===== src/rtl/PARAMS_pkg.sv =====
// PARAMS_pkg: shared widths, reset PC and the fetch queue entry type
package PARAMS_pkg;
  localparam int ADDR_SIZE = 32;
  localparam int INSTR_SIZE = 32;
  localparam logic [ADDR_SIZE-1:0] RESET_PC = 32'h0000_1000;
  typedef struct packed {
    logic [ADDR_SIZE-1:0]  pc;
    logic [INSTR_SIZE-1:0] instr;
  } fetch_entry_t;
endpackage


===== src/rtl/fetch_queue.sv =====
// fetch_queue: synchronous FIFO of fetch entries with flush
// Ports: clk/reset; push_i/data_i write, pop_i read (head on data_o),
//   flush_i empties the FIFO and overrides push/pop; count_o/full_o/empty_o status.
module fetch_queue
  import PARAMS_pkg::*;
#(
  parameter int DEPTH = 2
) (
  input  logic                   clk,
  input  logic                   reset,
  input  logic                   push_i,
  input  logic                   pop_i,
  input  logic                   flush_i,
  input  fetch_entry_t           data_i,
  output fetch_entry_t           data_o,
  output logic [$clog2(DEPTH):0] count_o,
  output logic                   full_o,
  output logic                   empty_o
);
  localparam int AW = $clog2(DEPTH);
  fetch_entry_t mem_q [DEPTH];
  logic [AW-1:0] wr_q, rd_q;
  logic [AW:0] count_q;
  logic do_push, do_pop;
  assign do_push = push_i && !flush_i;
  assign do_pop = pop_i && !flush_i && !empty_o;
  assign data_o = mem_q[rd_q];
  assign count_o = count_q;
  assign full_o = count_q == (AW+1)'(DEPTH);
  assign empty_o = count_q == '0;
  always_ff @(posedge clk or posedge reset)
    if (reset) begin
      wr_q <= '0;
      rd_q <= '0;
      count_q <= '0;
    end else if (flush_i) begin
      wr_q <= '0;
      rd_q <= '0;
      count_q <= '0;
    end else begin
      wr_q <= do_push ? wr_q + AW'(1) : wr_q;
      rd_q <= do_pop ? rd_q + AW'(1) : rd_q;
      count_q <= count_q + (AW+1)'(do_push) - (AW+1)'(do_pop);
    end
  always_ff @(posedge clk)
    if (do_push) mem_q[wr_q] <= data_i;
  // The upstream credit scheme must never let a push land on a full FIFO.
  assert property (@(posedge clk) disable iff (reset) !(do_push && full_o));
endmodule


===== src/rtl/stage_fetch.sv =====
// stage_fetch: instruction fetch stage feeding decode
// Ports: clk/reset (async, active-high); imem_req_valid_o/ready_i/addr_o request
//   channel; imem_rsp_valid_i/data_i in-order responses; redirect_i/redirect_pc_i
//   restart fetch; stall_i decode backpressure; instr_valid_o/instr_o/pc_o to decode.
module stage_fetch
  import PARAMS_pkg::*;
#(
  parameter int FIFO_DEPTH = 2
) (
  input  logic                  clk,
  input  logic                  reset,
  output logic                  imem_req_valid_o,
  input  logic                  imem_req_ready_i,
  output logic [ADDR_SIZE-1:0]  imem_req_addr_o,
  input  logic                  imem_rsp_valid_i,
  input  logic [INSTR_SIZE-1:0] imem_rsp_data_i,
  input  logic                  redirect_i,
  input  logic [ADDR_SIZE-1:0]  redirect_pc_i,
  input  logic                  stall_i,
  output logic                  instr_valid_o,
  output logic [INSTR_SIZE-1:0] instr_o,
  output logic [ADDR_SIZE-1:0]  pc_o
);
  localparam int CW = $clog2(FIFO_DEPTH) + 1;
  logic [ADDR_SIZE-1:0] pc_q, pc_d;
  logic [CW-1:0] out_q, out_d, drop_q, drop_d, q_cnt, tag_cnt;
  logic credit, hs, rsp_keep, q_full, q_empty, tag_full, tag_empty;
  fetch_entry_t q_in, q_head, tag_in, tag_head;
  logic unused_bits;
  // Credit counts both in-flight requests and buffered entries, so every
  // response is guaranteed a free queue slot.
  assign credit = ({1'b0, out_q} + {1'b0, q_cnt}) < (CW+1)'(FIFO_DEPTH);
  assign imem_req_valid_o = !reset && !redirect_i && credit;
  assign imem_req_addr_o = reset ? '0 : pc_q;
  assign hs = imem_req_valid_o && imem_req_ready_i;
  // Responses to requests issued before a redirect are counted in drop_q.
  assign rsp_keep = imem_rsp_valid_i && drop_q == '0 && !redirect_i;
  assign instr_valid_o = !q_empty;
  assign instr_o = instr_valid_o ? q_head.instr : '0;
  assign pc_o = instr_valid_o ? q_head.pc : '0;
  assign q_in = '{pc: tag_head.pc, instr: imem_rsp_data_i};
  assign tag_in = '{pc: pc_q, instr: '0};
  assign unused_bits = ^{redirect_pc_i[1:0], tag_head.instr, tag_cnt, tag_full, tag_empty, q_full};
  always_comb begin
    pc_d = redirect_i ? {redirect_pc_i[ADDR_SIZE-1:2], 2'b00} : hs ? pc_q + ADDR_SIZE'(4) : pc_q;
    out_d = out_q + CW'(hs) - CW'(imem_rsp_valid_i);
    drop_d = redirect_i ? out_q - CW'(imem_rsp_valid_i)
           : (imem_rsp_valid_i && drop_q != '0) ? drop_q - CW'(1) : drop_q;
  end
  always_ff @(posedge clk or posedge reset)
    if (reset) begin
      pc_q <= RESET_PC;
      out_q <= '0;
      drop_q <= '0;
    end else begin
      pc_q <= pc_d;
      out_q <= out_d;
      drop_q <= drop_d;
    end
  fetch_queue #(.DEPTH(FIFO_DEPTH)) u_instr_q (
    .clk(clk), .reset(reset), .push_i(rsp_keep), .pop_i(instr_valid_o && !stall_i),
    .flush_i(redirect_i), .data_i(q_in), .data_o(q_head), .count_o(q_cnt),
    .full_o(q_full), .empty_o(q_empty)
  );
  // PC tags of live requests, in issue order; the instr field is not used.
  fetch_queue #(.DEPTH(FIFO_DEPTH)) u_tag_q (
    .clk(clk), .reset(reset), .push_i(hs), .pop_i(rsp_keep),
    .flush_i(redirect_i), .data_i(tag_in), .data_o(tag_head), .count_o(tag_cnt),
    .full_o(tag_full), .empty_o(tag_empty)
  );
endmodule


===== config.mk =====
export PLATFORM = sky130hd
export DESIGN_NAME = stage_fetch
export DESIGN_NICKNAME = d
export VERILOG_FILES = /design/src/rtl/PARAMS_pkg.sv /design/src/rtl/fetch_queue.sv /design/src/rtl/stage_fetch.sv
export SDC_FILE = /design/constraint.sdc
export NUM_CORES = 1
export LEC_CHECK = 0
export ABC_AREA = 1
export CORE_MARGIN = 2
export CORE_UTILIZATION = 28
export DETAILED_ROUTE_END_ITERATION = 7
export GPL_TIMING_DRIVEN = 0
export PLACE_DENSITY = 0.51
export SLEW_MARGIN = 10
export SYNTH_ARGS = -nofsm -noshare
export SYNTH_HDL_FRONTEND = slang
export SYNTH_HIERARCHICAL = 1
export SYNTH_SLANG_ARGS = --single-unit

===== constraint.sdc =====
create_clock -name clk -period 9.36 [get_ports clk]
set_clock_uncertainty 0.1 [all_clocks]
set_input_delay 2.34 -clock clk [delete_from_list [all_inputs] [get_ports clk]]
set_output_delay 2.34 -clock clk [all_outputs]
set_load 0.02 [all_outputs]

==> results of run 1 <==
-- path summary, 6_finish.rpt --
kind / startpoint / endpoint / slack, ns / depth (start not counted)
setup / recovery: reset / imem_req_addr_o[30] / 2.65 / 4
hold / removal: pc_q[2] / u_tag_q/mem_q[1][34] / 0.42 / 0
hold reg to reg: pc_q[2] / u_tag_q/mem_q[1][34] / 0.42 / 0
max in group asynchronous: reset / out_q[1] / 5.79 / 3
setup reg to reg: out_q[0] / u_tag_q/mem_q[0][35] / 6.46 / 10
min in group asynchronous: reset / u_tag_q/count_o[1] / 2.32 / 2
-- worst max-delay path, cell delays in order --
cell,delay [ns]
clkdlybuf4s50_1,0.80
clkbuf_1,0.43
nor2_1,0.13
clkdlybuf4s50_1,0.56
-- final cells by class --
class | count | area (um2)
Fill cell | 3828 | 23600
Inverter | 148 | 558
Clock inverter | 11 | 161
Multi-Input combinational cell | 717 | 3110
Buffer | 44 | 268
Timing Repair Buffer | 169 | 1750
Tap cell | 511 | 639
Sequential cell | 234 | 6820
Clock buffer | 40 | 756
-- metrics by stage --
stage	power, uW	util	setup slack [ns]	std cells
CTS	2700	0.373	2.57	1874
floorplan	1440	-	3.08	1143
global route	2780	0.373	2.53	1874
finish	2660	0.373	2.65	1874
detailed placement	1610	0.349	2.58	1823
global placement	1600	0.345	0.121	1817
-- sequential cells by signal, summed over array words and instances (netlist names) --
signal / count
u_tag_q/count_o: 2
drop_q: 2
u_tag_q/mem_q: 64
out_q: 2
u_instr_q/mem_q: 128
pc_q: 30
u_instr_q/count_o: 2
u_instr_q/rd_q: 1
u_tag_q/rd_q: 1
u_instr_q/wr_q: 1
u_tag_q/wr_q: 1
-- report_power, final --
part / switching [uW] / internal, uW / leakage [uW]
Sequential: 52.7 / 1190 / 0.00225
Combinational: 197 / 140 / 0.00318
Clock: 408 / 668 / 0.000443
Total: 658 / 2000 / 0.00587
-- cell usage in the layout (no fill, tap or decap), types with 9 or more instances in the layout --
cell type          n
buf_2             10
edfxtp_1         192
clkbuf_1          21
inv_1            142
ha_1               9
nor2_4             9
buf_4             18
o21ai_0           27
clkdlybuf4s50_1  163
nor2_1           136
nand3_1           51
clkbuf_16         28
dfrtp_1           41
nand2_1          440
-- per-layer routing --
metal,vias up,part of all wire,track usage
met5,-,0,0
met3,47,0.052,0.0236
met2,195,0.45,0.221
met1,3557,0.47,0.181
met4,0,0.028,0.0412
li1,3987,-,-
==> results_dict.tcl, run 1 <==
set metrics [dict create \
    drive_gt1_frac 0.0748 \
    post_cts_buffers 0 \
    dp_hpwl_mm 19.2 \
    min_path_type "register to register" \
    period_minus_slack_ns 6.71 \
    p_per_area_nw_per_um2 189 \
    cts_buffers 28 \
    drv_slew 0 \
    post_drt_wl_per_cell_um 14.3 \
    crit_required_ns 6.92 \
    rsz0062_at_grt "false" \
    finalSetupViolations 0 \
    root_buffer "clkbuf_16" \
    via_per_inst 4.15 \
    status "completed" \
    drt_iter0_drc 423 \
    drt-total-wl_mm 26.8 \
    crit_path_max_fanout 10 \
    htree_num_levels 1 \
    die_y_um 200 \
    start_kind "primary input" \
    die-area_um2 39800 \
    initial_core_util 0.284 \
    syn-cell-area_um2 10700 \
    worstMarginPinSlew_ns 0.788 \
    vdd_drop_max_v 0.000121 \
    final_area_um2 14100 \
    hold_viol 0 \
    die_width_um 200 \
    synthCells 1138 \
    grt_max_degree 35 \
    antenna_found_initial 1 \
    whs_ns 0.419 \
    avgSynthCellArea_um2 9.41 \
    drcViolationCount 0 \
    core-area_um2 37700 \
    numClockSinks 234 \
    globalRouteOverflowTotal 0 \
    cp.arrival_ns 4.27 \
    area_growth_pct 31.4 \
    clkTransAtPathRegs_ns 0.06 \
    crit_path_end_kind "output pin" \
    drv_cap 0 \
    path_class "primary input to output pin" \
    io_buffer_count 163 \
    via_count 7786 \
    io_pins 168 \
    grt_usage 0.134 \
    place_area_um2 13100 \
    first_pass_iters 4 \
    clk_latency_ns 0.54 \
    slew_headroom 0.474 \
    diodes 0 \
    period_share 0.717 \
    post_cts_resized 0 \
    cts_tree "done" \
    synth.yosys.warnings 6 \
    first_global_vias 7503 \
    gp_congestion 0.842 \
    hold_buffers 0 \
    rows 71 \
    timing.fmax_mhz 149 \
    cts_buffer_depth 3 \
    setup_tns_ns 0 \
    antenna_left 0 \
    p_leak_uw 0.00587 \
    grt_pass1_wl_mm 41.4 \
    nets 1422 \
]
(Power assumes the default switching activity.)
==> run 2: changes to the inputs <==
--- a/config.mk
+++ b/config.mk
@@ -10,7 +10,7 @@
 export CORE_UTILIZATION = 28
 export DETAILED_ROUTE_END_ITERATION = 7
 export GPL_TIMING_DRIVEN = 0
-export PLACE_DENSITY = 0.51
+export PLACE_DENSITY = 0.53
 export SLEW_MARGIN = 10
 export SYNTH_ARGS = -nofsm -noshare
 export SYNTH_HDL_FRONTEND = slang
==> constraint.sdc (replaced) <==
create_clock -name clk -period 5.7 [get_ports clk]
set_clock_uncertainty 0.1 [all_clocks]
set_input_delay 1.425 -clock clk [delete_from_list [all_inputs] [get_ports clk]]
set_output_delay 1.425 -clock clk [all_outputs]
set_load 0.02 [all_outputs]
==> run 2 against run 1 <==
Design area rose by 0.21%. First-iteration DRC count fell by 18%. Setup slack got worse by 1.8 ns. Clock power rose by 66%. Register-to-register slack got worse by 3.6 ns. Sequential cell count did not move. Combinational power rose by 64%. Largest cell class unchanged. Via count fell by 0.35%. Sequential share of layout area fell by 0.10 points.
==> results_dict.tcl, run 2 (synthesis gave the netlist of run 1 again) <==
set metrics [dict create \
    period_share 0.856 \
    via_count 7759 \
    gp_congestion 0.848 \
    largest_register "u_instr_q/mem_q" \
    top_usage_layer "met2" \
    slew_headroom 0.482 \
    seq_power_share 0.466 \
    initial_core_util 0.284 \
    post_cts_resized 0 \
    antenna_left 0 \
    first_global_vias 7558 \
    period_minus_slack_ns 4.88 \
    switchingPower_uw 1090 \
    timing.fmax_mhz 205 \
    crit_path_max_fanout 10 \
    internal-power_uw 3290 \
    io_buffer_count 163 \
    crit_required_ns 4.18 \
    io_pins 168 \
    path_delay_family "buffers and inverters" \
    min_path_type "register to register" \
    drv_slew 0 \
    dp_hpwl_mm 19.4 \
    start_kind "primary input" \
    via_per_inst 4.14 \
    use_met3 0.0213 \
    vdd_drop_max_v 0.000213 \
    setup_tns_ns 0 \
    p_per_area_nw_per_um2 311 \
    power.share.clock 0.408 \
    whs_ns 0.419 \
    numClockSinks 234 \
    cp.buffers_inverters 3 \
    max_stage_delay_ns 0.77 \
    multi_input_area_um2 3110 \
    drv_cap 0 \
    crit_slowest_cell "clkdlybuf4s50_1" \
    die-area_um2 39800 \
    root_buffer "clkbuf_16" \
    cts_buffers 28 \
    die_width_um 200 \
    core-area_um2 37700 \
    first_pass_iters 5 \
    use_met2 0.227 \
    cts_tree "done" \
    antenna_found_initial 1 \
    drive_gt1_frac 0.0814 \
    nFillCells 3818 \
    p_sw_frac 0.249 \
    largest_reg_flops 128 \
    hold_viol 0 \
    crit_path_end_kind "output pin" \
    drt-total-wl_mm 26.6 \
    clkTransAtPathRegs_ns 0.06 \
    rows 71 \
    die_y_um 200 \
    area_growth_pct 31.6 \
    crit_path_cell_trace "clkdlybuf4s50_1, clkbuf_1, nor2_1, clkdlybuf4s50_1" \
    post_cts_buffers 0 \
    globalRouteOverflowTotal 0 \
    cp.arrival_ns 3.35 \
    path_class "primary input to output pin" \
    hold_buffers 0 \
    post_drt_wl_per_cell_um 14.2 \
    worstMarginPinSlew_ns 0.776 \
    drt_iter0_drc 346 \
    cts_buffer_depth 3 \
    nets 1422 \
    layout_commonest_cell "nand2_1" \
    p_leak_uw 0.00590 \
    largestRegisters "u_instr_q/mem_q: 128 flops, u_tag_q/mem_q: 64 flops, pc_q: 30 flops" \
    comb_power_share 0.126 \
    status "completed" \
    grt_util_met1 0.179 \
    drcViolationCount 0 \
    grt_usage 0.134 \
    rsz0062_at_grt "false" \
    finalSetupViolations 0 \
    clk_latency_ns 0.54 \
    grt_max_degree 35 \
    crit_top_cell "clkdlybuf4s50_1" \
    seq_area_um2 6820 \
    htree_num_levels 1 \
    grt_pass1_wl_mm 41.3 \
    final_cell_mix "440 x nand2_1, 192 x edfxtp_1, 163 x clkdlybuf4s50_1, 142 x inv_1, 136 x nor2_1" \
]
-- run 2: power by group through the flow --
| stage | combinational (uW) | sequential (uW) | clock [uW] |
|---|---|---|---|
| detailed placement | 561 | 2080 | 0 |
| global route | 619 | 2060 | 1920 |
| floorplan | 325 | 2050 | 0 |
| global placement | 545 | 2080 | 0 |
| CTS | 564 | 2040 | 1850 |
| finish | 553 | 2040 | 1790 |
-- run 2: area by class of cell --
class / instances / share of cell area
Sequential cell: 234 / 0.484
Multi-Input combinational cell: 717 / 0.221
Timing Repair Buffer: 169 / 0.124
Clock buffer: 38 / 0.0560
Tap cell: 511 / 0.0454
Inverter: 148 / 0.0396
Buffer: 44 / 0.0190
Clock inverter: 14 / 0.0110
Antenna cell: 1 / 0.000178
-- run 2: layer usage --
layer,share of wire,vias up
met5,0,-
met4,0.017,0
met3,0.053,31
met2,0.47,197
met1,0.46,3540
li1,-,3991
-- run 2: worst paths after layout --
| check | end | cells after the start | start | slack (ns) |
|---|---|---|---|---|
| max in group asynchronous | pc_q[5] | 3 | reset | 3.05 |
| min in group asynchronous | u_tag_q/rd_q | 2 | reset | 1.37 |
| hold reg to reg | u_tag_q/mem_q[1][63] | 0 | pc_q[31] | 0.42 |
| setup reg to reg | u_tag_q/mem_q[0][35] | 10 | u_instr_q/count_o[0] | 2.82 |
| setup / recovery | imem_req_addr_o[30] | 4 | reset | 0.82 |
| hold / removal | u_tag_q/mem_q[1][63] | 0 | pc_q[31] | 0.42 |
-- run 2: per-stage QoR --
stage / instance area [um2] / util / power [uW] / worst slack (ns) / instances
global route: 14100 / 0.374 / 4590 / 0.646 / 1875
global placement: 13000 / 0.345 / 2620 / -2.61 / 1817
CTS: 14100 / 0.374 / 4450 / 0.765 / 1875
floorplan: 10700 / - / 2370 / 0.334 / 1143
finish: 14100 / 0.374 / 4380 / 0.820 / 1876
detailed placement: 13100 / 0.349 / 2640 / 0.767 / 1823
-- run 2: worst reg2reg max path: stages (launching register included) --
cell	delay, ns
dfrtp_1	0.41
nand2_1	0.08
inv_1	0.04
fa_1	0.44
nor2_2	0.19
nand4_4	0.21
inv_2	0.22
buf_6	0.19
nand2_1	0.18
nor2_4	0.27
buf_12	0.23
